===== src/rtl/lifo_stack_param.sv =====
// Parametrised synchronous LIFO with occupancy count, top-of-stack peek, almost-full
// threshold and push+pop swap. Define LIFO_STACK_ERR_FLAGS_EN for sticky overflow/underflow.
module lifo_stack_param #(
  parameter int DATA_WIDTH  = 4,
  parameter int DEPTH       = 5,
  parameter int AFULL_LEVEL = DEPTH - 1,
  parameter int CW          = $clog2(DEPTH + 1)
) (
  input  logic                  clk,
  input  logic                  rstN,
  input  logic [DATA_WIDTH-1:0] data_in,
  input  logic                  push,
  input  logic                  pop,
  output logic [DATA_WIDTH-1:0] data_out,
  output logic [DATA_WIDTH-1:0] top,
  output logic [CW-1:0]         count,
  output logic                  full,
  output logic                  empty,
`ifdef LIFO_STACK_ERR_FLAGS_EN
  output logic                  overflow,
  output logic                  underflow,
`endif
  output logic                  almost_full
);

  localparam int AW = (DEPTH > 1) ? $clog2(DEPTH) : 1;

  logic [DATA_WIDTH-1:0] mem_q [DEPTH];
  logic [CW-1:0]         count_q, count_d;
  logic [DATA_WIDTH-1:0] data_out_q, data_out_d;

  logic                  wr_en;
  logic [AW-1:0]         wr_addr;
  logic [AW-1:0]         top_idx;
  logic [AW-1:0]         cnt_idx;
  logic [DATA_WIDTH-1:0] top_word;
  logic                  full_w;
  logic                  empty_w;

  assign full_w   = (count_q == CW'(DEPTH));
  assign empty_w  = (count_q == '0);
  assign cnt_idx  = AW'(count_q);
  assign top_idx  = AW'(count_q - CW'(1));
  assign top_word = mem_q[top_idx];

  always_comb begin
    count_d    = count_q;
    data_out_d = data_out_q;
    wr_en      = 1'b0;
    wr_addr    = cnt_idx;
    if (push && pop && !empty_w) begin
      // swap: old top leaves through data_out, new word takes its slot
      data_out_d = top_word;
      wr_en      = 1'b1;
      wr_addr    = top_idx;
    end else if (push) begin
      if (!full_w) begin
        wr_en   = 1'b1;
        count_d = count_q + CW'(1);
      end
    end else if (pop && !empty_w) begin
      data_out_d = top_word;
      count_d    = count_q - CW'(1);
    end
  end

  always_ff @(posedge clk) begin
    if (!rstN) begin
      count_q    <= '0;
      data_out_q <= '0;
    end else begin
      count_q    <= count_d;
      data_out_q <= data_out_d;
    end
  end

  // storage is never cleared; an empty stack masks whatever it holds
  always_ff @(posedge clk) begin
    if (rstN && wr_en) mem_q[wr_addr] <= data_in;
  end

`ifdef LIFO_STACK_ERR_FLAGS_EN
  logic overflow_q, overflow_d;
  logic underflow_q, underflow_d;

  always_comb begin
    overflow_d  = overflow_q  | (push && !pop && full_w);
    underflow_d = underflow_q | (pop && !push && empty_w);
  end

  always_ff @(posedge clk) begin
    if (!rstN) begin
      overflow_q  <= 1'b0;
      underflow_q <= 1'b0;
    end else begin
      overflow_q  <= overflow_d;
      underflow_q <= underflow_d;
    end
  end

  assign overflow  = overflow_q;
  assign underflow = underflow_q;
`endif

  assign data_out    = data_out_q;
  assign count       = count_q;
  assign full        = full_w;
  assign empty       = empty_w;
  assign almost_full = (count_q >= CW'(AFULL_LEVEL));
  assign top         = empty_w ? '0 : top_word;

endmodule


===== config.mk =====
export PLATFORM = sky130hd
export DESIGN_NAME = lifo_stack_param
export DESIGN_NICKNAME = d
export VERILOG_FILES = /design/src/rtl/lifo_stack_param.sv
export SDC_FILE = /design/constraint.sdc
export NUM_CORES = 1
export LEC_CHECK = 0
export CAP_MARGIN = 20
export CORE_ASPECT_RATIO = 0.6
export CORE_UTILIZATION = 52
export DETAILED_ROUTE_END_ITERATION = 10
export GPL_TIMING_DRIVEN = 0
export PLACE_DENSITY = 0.78
export SLEW_MARGIN = 20
export SYNTH_ARGS = -nofsm -noshare
export SYNTH_HDL_FRONTEND = slang
export SYNTH_SLANG_ARGS = --single-unit

===== constraint.sdc =====
create_clock -name clk -period 2.8 [get_ports clk]
set_input_delay 0.28 -clock clk [delete_from_list [all_inputs] [get_ports clk]]
set_output_delay 0.28 -clock clk [all_outputs]
set_load 0.02 [all_outputs]

# After elaboration in Yosys (flattened, before gate mapping)
# Memory sizes are Yosys's and may differ from the RTL's.
# Cells that the tools add are included.
[classes]
reduce_logical = 10
n_div = 0
multipliers = 0
n_shift = 0
n_lt_le_gt_ge = 1
n_addsub = 2
bitwise_logic = 1
muxes = 13
n_eq_ne = 3
[ops]
columns = ["op", "count"]
rows = [
  ["4-bit two-way mux", 4],
  ["3-bit two-way mux", 4],
  ["1-bit two-way mux", 5],
  ["1-bit logical AND", 4],
  ["2-bit nonzero test", 2],
  ["3-bit by 1-bit adder with 3-bit output, second input constant", 1],
  ["3-bit == test, second input constant", 1],
  ["3-bit >= comparator, second input constant", 1],
  ["3-bit zero test", 1],
  ["3-bit AND reduction", 1],
  ["3-bit by 1-bit subtractor with 3-bit output, second input constant", 1],
  ["2-bit by 1-bit inequality test with 1-bit output, second input constant", 1],
  ["2-bit inequality test, second input constant", 1],
  ["2-bit AND reduction", 1],
  ["1-bit zero test", 1],
  ["1-bit NOT", 1],
]
[word_totals]
elab_cells = 33
reg_bits = 7
n_memories = 1
latchBits = 0
inputBits = 8
romBits = 0
ram_bits = 20
output_inout_bits = 14
[memory_table]
columns = ["name", "depth", "word_bits", "rd", "rd_ports_with_merged_regs", "wr", "line_no", "text"]
rows = [
  ["mem_q", 5, 4, 1, 0, 1, "28", "logic [DATA_WIDTH-1:0] mem_q [DEPTH];"],
]

# Depth between registers and ports, before layout
# Gate-level depths: netlist of run 1.
[depth]
word_depth = 7
depth_mapped = 8
depth_no_buf = 7

# Worst setup path after synthesis of run 1
# No wires, ideal clock.
[synth_timing]
kind = "register to register"
from = "register count_q[0] (netlist: count[0])"
to = "memory mem_q[2][0], enable pin"
slack_ns = 0.430
period_less_slack_ns = 2.370
t_arrival_ns = 2.030
setup_ns = 0.339
stages_incl_launch_ff = 7
cell_sequence = "dfxtp_1 buf_6 inv_1 ha_1 clkbuf_1 or4_1 a21oi_1"
[synth_via]
elab_chain_len = 7
[synth_lines]
columns = ["item", "line_no", "text"]
rows = [
  ["from (decl)", "29", "logic [CW-1:0] count_q, count_d;"],
  ["from (signal assigned)", "72", "count_q <= count_d;"],
  ["3-bit == test or 3-bit zero test (tied branches)", "40, 41", ""],
  ["1-bit two-way mux or 1-bit zero test (tied branches)", "57, 51", ""],
  ["1-bit two-way mux or 1-bit logical AND (tied branches)", "56, 51", ""],
  ["1-bit two-way mux", "51", "if (push && pop && !empty_w) begin"],
  ["1-bit logical AND", "79", "if (rstN && wr_en) mem_q[wr_addr] <= data_in;"],
  ["1-bit two-way mux", "79", ""],
  ["1-bit two-way mux (implied by the code)", "79", ""],
  ["to (decl)", "28", ""],
]
# Parallel ways exist; a longest one is shown, timed or not.

# Worst setup path in the final report of run 1
[layout_timing]
from = "register count_q[0] (netlist: count[0])"
to = "output top[3]"
[layout_via]
elab_chain_len = 3
[layout_lines]
columns = ["item", "line_no", "text"]
rows = [
  ["3-bit by 1-bit subtractor with 3-bit output", "43", "assign top_idx = AW'(count_q - CW'(1));"],
  ["memory read 5 x 4 bit", "--", ""],
  ["4-bit two-way mux (*)", "110", "assign top = empty_w ? '0 : top_word;"],
  ["to (decl)", "15", "output logic [DATA_WIDTH-1:0] top,"],
]
# Mark *: on every way between the ends. The rest lies on a longest branch, timed or not.

==> qor.txt, run 1 <==
Drt first pass iters -> 4
Slew margin rel. -> 0.6140
CTS root buffer -> clkbuf_8
Hold crit path type -> in2reg
Required @ worst endpoint -> 2.52 ns
RSZ-0062 raised after global routing -> no
Post-synth top cells -> edfxtp_1, nand2_1, o21ai_0
Register area share after synthesis -> 0.5559
DPL Wire Length -> 2110 microns
Slew @ Worst Pin -> 0.5791 ns
Setup TNS -> 0 ns
Number of hold-slack violations in the final timing report -> 0
Routed WL -> 2844 microns
Sequential Power Share -> 0.324
Initial DRC count -> 70
Post-synth top area share -> 0.4507
Number of diodes -> 0
Max cap viols -> 0
Syn Inst Count -> 109
Final worst-path cycle share -> 0.8960
Ys async rst share -> 0
PwrDens -> 945.9 nW/um^2
Grt ovf -> 0
Status -> completed
Inst Count DP -> 158
Worst Hold Launch -> rstN
Yosys warnings -> 0
Worst r2r src -> count[0]
ANT nets after route -> 0
Critical Path AT -> 2.23 ns
Syn-to-layout area delta -> 26.95%
Die area -> 2775 sq um
Ys flop type -> edfxtp_1
Port buffer count -> 19
Syn avg cell area -> 12.23 sq um
Clock buffer depth -> 2
GPL Wtd Cong -> 0.8445
Critical path type -> reg2out
Max Slew Vio Count -> 0
Cell internal pwr -> 0.001007 W
FF/Latch Area -> 742.0 sq um
Worst Path Max Fanout -> 10
Pleak -> 0.6676 nW
Count leader, synth -> edfxtp_1
IO Pins -> 22
Num CTS Buffers -> 3
Total track usage -> 0.2374
Hold slack -> 0.4356 ns
Max Clock Skew -> 0.002690 ns
Synth area leader -> edfxtp_1
Core Rows -> 13
Die Wd -> 67.35 microns
CP Capture Type -> output port
CTS clk-pin slew, worst paths -> 0.09 ns
Clock latency on the worst-skew pair -> 0.27 ns
Endpoints failing setup -> 0
Largest net degree at the start of global routing -> 17
Footprint of the multi-input gates -> 561.8 sq um
Num Clock Sinks -> 27
# nets final -> 148
Sw Ratio -> 0.3708
Seq cells post-synth -> 27
Vias in the first global route -> 768
Post-synth EDFFs -> 20
Synth top area cells -> edfxtp_1, dfxtp_1, mux4_2, mux2i_1, ha_1
Fmax -> 398.6 MHz
Starting density of the core -> 0.5810
Die Span Y -> 41.21 microns
Layout cells sized above 1 -> 0.2222
Via density -> 5.582
Syn Nets -> 121
Fillers -> 149
CTS tree -> yes
First-pass GRT wire length -> 4202 microns
Initial antenna violation count -> 0
Distinct cells, synth -> 34
Core Box Area -> 2293 sq um
Post-layout util -> 0.7376
Layout Cells excl Fill -> 165
CTS H-tree lvls -> 1
Comb pwr share -> 0.540
Hold buffers post-CTS -> 0
Switching power -> 0.0005932 W
WL/cell -> 17.24 microns
Worst setup startpoint -> count[0]
Worst IR Drop VDD -> 0.4273 mV
Minimum clock period after layout -> 2.509 ns
Clock Power Share -> 0.136
Crit path launch type -> register
Residual DRC count -> 0
Via count -> 921
Cell area after synthesis -> 1333 sq um
[routing by layer]
layer | wire length [microns] | part of all wire | up-vias | track usage
met3 | 155 | 0.055 | 4 | 0.06667
met5 | 0 | 0 | - | 0
met2 | 1258 | 0.44 | 38 | 0.4000
li1 | - | - | 449 | -
met4 | 23 | 0.0081 | 0 | 0.06383
met1 | 1408 | 0.50 | 430 | 0.3082
[layout make-up]
class,count,share of cell area
sequential,27,0.4386
clock buffer,3,0.02441
timing repair buffer,23,0.1361
clock inverter,1,0.004438
buffer,7,0.02959
multi-input combinational,69,0.3321
inverter,5,0.01257
tap,30,0.02219
[worst max-delay path, stage by stage, from the launching register on]
cell,delay (ns)
dfxtp_2,0.38
buf_6,0.17
inv_1,0.16
ha_4,0.35
buf_4,0.14
mux4_2,0.28
mux2i_1,0.20
nor2_1,0.06
dlymetal6s2s_1,0.20
[power by group through the flow]
stage                     Sequential, W  Clock, W  Combinational (W)
after detailed placement       0.000526         0           0.000731
final                          0.000518  0.000218           0.000865
after global routing           0.000522  0.000238           0.000923
after floorplan                0.000551         0           0.000448
after CTS                      0.000518  0.000222           0.000811
after global placement         0.000518         0           0.000715
[state kept, by name (all words and copies together) (netlist names)]
signal / flops
count: 3
data_out: 4
mem_q: 20
[metrics by stage]
step	setup slack (ns)	instance area, sq um	total power [W]
after global placement	-0.06708	1560	0.001233
after detailed placement	-0.1873	1560	0.001256
after floorplan	0.4302	1333	0.0009993
final	0.2911	1692	0.001600
after CTS	0.005048	1652	0.001551
after global routing	0.1310	1692	0.001683
[worst paths after layout]
| path | endpoint | slack [ns] | depth (start not counted) |
|---|---|---|---|
| hold / removal | count[1] | 0.44 | 3 |
| setup reg to reg | mem_q[2][3] | 0.31 | 6 |
| hold reg to reg | data_out[1] | 0.56 | 2 |
| setup / recovery | top[3] | 0.29 | 8 |
[kinds of logic after synthesis]
family	Yosys count	synth area share
mux	11	0.1202
simple gates	32	0.1240
compound gates	20	0.09297
xor+xnor	2	0.01315
flops	27	0.5559
fa+ha+maj	4	0.03756
buf+inv	13	0.05633
[placed cells by master, fill, tap and decap left out, types with 2 or more instances in the layout]
| cell | count |
|---|---|
| o21ai_0 | 8 |
| nand3_1 | 2 |
| a21oi_1 | 6 |
| clkbuf_8 | 3 |
| dfxtp_1 | 6 |
| mux2i_1 | 4 |
| nand2b_1 | 2 |
| buf_2 | 3 |
| edfxtp_1 | 20 |
| buf_6 | 2 |
| dlymetal6s2s_1 | 4 |
| nand2_1 | 12 |
| buf_4 | 4 |
| ha_1 | 2 |
| clkdlybuf4s50_1 | 15 |
| mux2i_2 | 3 |
| inv_1 | 4 |
| nor2_1 | 7 |
| mux4_2 | 4 |
[what timing repair did]
item / CTS / global route
endpoints found under the setup margin: 4 / 4
setup buffers: 0 / 4
gates resized for setup: 9 / 4
pin swaps: 1 / 2
Note: power is estimated with default switching activity, not from simulation.
==> run 2: changes to the inputs <==
==> constraint.sdc (replaced) <==
create_clock -name clk -period 2.7 [get_ports clk]
set_input_delay 0.27 -clock clk [delete_from_list [all_inputs] [get_ports clk]]
set_output_delay 0.27 -clock clk [all_outputs]
set_load 0.02 [all_outputs]
==> run 2 against run 1 <==
Worst hold slack got worse by 0.017 ns; combinational power decreased by 4.5%; utilization decreased by 2.0 points; sequential share of layout area increased by 1.2 points; register-to-register slack got worse by 0.02 ns; clock power increased by 3%; final cell count decreased by 2.4%; critical path depth decreased by 1; power decreased by 0.79%; first-iteration DRC count decreased by 11%; largest cell class unchanged; largest power group unchanged.
==> qor.txt, run 2 (same netlist as run 1, synthesis figures left out) <==
PwrDens -> 964.1 nW/um^2 (+1.9%)
Residual DRC count -> 0 (unchanged)
Via count -> 916 (-0.54%)
Commonest non-fill, non-tap cell in the layout -> edfxtp_1
Initial DRC count -> 62 (-11%)
ANT nets after route -> 0 (unchanged)
CTS clk-pin slew, worst paths -> 0.09 ns (about the same)
Hold crit path type -> in2reg
Max Slew Vio Count -> 0 (unchanged)
Worst setup startpoint -> count[0]
Power Total -> 0.001587 W (-0.79%)
Cell area after layout -> 1647 sq um (-2.7%)
Total track usage -> 0.2374 (unchanged)
Hold slack -> 0.4182 ns (-0.01743 ns)
IO Pins -> 22 (unchanged)
CTS root buffer -> clkbuf_8
Status -> completed
Slowest Stage Delay on Critical Path -> 0.39 ns (about the same)
GPL Wtd Cong -> 0.8445 (unchanged)
Via density -> 5.689 (+1.9%)
Layout cells sized above 1 -> 0.1985 (-0.02375)
Grt ovf -> 0 (unchanged)
Clock buffer depth -> 2 (unchanged)
Max Clock Skew -> 0.002722 ns (+0.00003217 ns)
Worst Path Max Fanout -> 10 (unchanged)
CP Capture Type -> output port
Slew @ Worst Pin -> 0.5743 ns (-0.004782 ns)
Highest-count cells in the layout ignoring fill and taps -> edfxtp_1, clkdlybuf4s50_1, nand2_1
DP Area -> 1560 sq um (unchanged)
Starting density of the core -> 0.5810 (unchanged)
Worst IR Drop VDD -> 0.4431 mV (+3.7%)
Core Rows -> 13 (unchanged)
Vias in the first global route -> 768 (unchanged)
Worst r2r src -> count[0]
Num Clock Sinks -> 27 (unchanged)
Slowest CP cell -> ha_4
CTS tree -> yes
DPL Wire Length -> 2110 microns (unchanged)
Worst Hold Launch -> rstN
RSZ-0062 raised after global routing -> no
CP Cell Sequence -> buf_6 -> inv_1 -> ha_4 -> mux4_2 -> mux2i_2 -> nor2_1 -> dlygate4sd2_1
Required @ worst endpoint -> 2.43 ns (-0.09 ns)
Pleak -> 0.6012 nW (-10%)
WL/cell -> 17.37 microns (+0.79%)
Number of hold-slack violations in the final timing report -> 0 (unchanged)
Setup TNS -> 0 ns (unchanged)
Critical path type -> reg2out
Drt first pass iters -> 4 (unchanged)
Slew margin rel. -> 0.6171 (+0.003189)
Initial antenna violation count -> 0 (unchanged)
Max cap viols -> 0 (unchanged)
Die area -> 2775 sq um (unchanged)
# nets final -> 144 (-2.7%)
Endpoints failing setup -> 0 (unchanged)
First-pass GRT wire length -> 4202 microns (unchanged)
Die Span Y -> 41.21 microns (unchanged)
Die Wd -> 67.35 microns (unchanged)
Clock latency on the worst-skew pair -> 0.27 ns (about the same)
Minimum clock period after layout -> 2.573 ns
Port buffer count -> 19 (unchanged)
Post-layout util -> 0.7179 (-0.01964)
Crit path launch type -> register
Syn-to-layout area delta -> 23.57%
Largest net degree at the start of global routing -> 17 (unchanged)
Critical Path AT -> 2.30 ns (+0.07 ns)
Fmax -> 388.7 MHz
Max reg flops -> 20 (unchanged)
Hold buffers post-CTS -> 0 (unchanged)
Num CTS Buffers -> 3 (unchanged)
Routed WL -> 2797 microns (-1.7%)
Core Box Area -> 2293 sq um (unchanged)
CTS H-tree lvls -> 1 (unchanged)
Largest Register -> mem_q
Number of diodes -> 0 (unchanged)
Final worst-path cycle share -> 0.9529
-- run 2: cell types whose count changed in the layout (fill, tap and decap cells not counted) --
| cell | delta |
|---|---|
| dlygate4sd2_1 | +4 |
| dlymetal6s2s_1 | -4 |
| buf_4 | -4 |
-- run 2: stage by stage --
step	std cells	setup WS (ns)
2_1_floorplan	109	0.3302
3_3_place_gp	158	-0.1571
5_1_grt	161	0.009874
3_5_place_dp	158	-0.2773
4_1_cts	161	0.1349
6_report	161	0.1271
-- run 2: repair_timing --
action                     4_1_cts  5_1_grt
gates resized for setup         13        0
setup endpoints to repair        8        0
buffers inserted                 0        0
-- run 2: path summary, 6_finish.rpt --
check,endpoint,slack (ns),cells past startpoint
min,count[1],0.42,3
max reg2reg,mem_q[1][3],0.29,7
min reg2reg,data_out[1],0.56,2
max,top[1],0.13,7
-- run 2: worst max-delay path: cells and delay by family, from the launching register on --
| kind | cells | cell delay (ns) |
|---|---|---|
| adders and majority gates | 1 | 0.39 |
| buffers and inverters | 3 | 0.65 |
| DFF | 1 | 0.38 |
| muxes | 2 | 0.55 |
| and+or+nand+nor | 1 | 0.06 |
-- run 2: cell type report --
| cell class | instances | area [sq um] |
|---|---|---|
| fill | 155 | 646.9 |
| multi-input combinational | 69 | 561.8 |
| buffer | 7 | 50.05 |
| tap | 30 | 37.54 |
| clock buffer | 3 | 41.29 |
| sequential | 27 | 742.0 |
| clock inverter | 1 | 7.507 |
| inverter | 5 | 21.27 |
| timing repair buffer | 19 | 185.2 |
-- run 2: power by group --
group	leakage, nW	switching (W)	internal, W	total (W)
Sequential	0.239	0.0000344	0.000502	0.000536
Combinational	0.340	0.000447	0.000379	0.000826
Clock	0.0217	0.000120	0.000105	0.000225
Total	0.601	0.000602	0.000985	0.00159
-- run 2: layer usage --
metal,vias up,part of all wire,track usage
li1,440,-,-
met1,433,0.48,0.3082
met2,39,0.44,0.4000
met3,4,0.066,0.06667
met4,0,0.0082,0.06383
met5,-,0,0
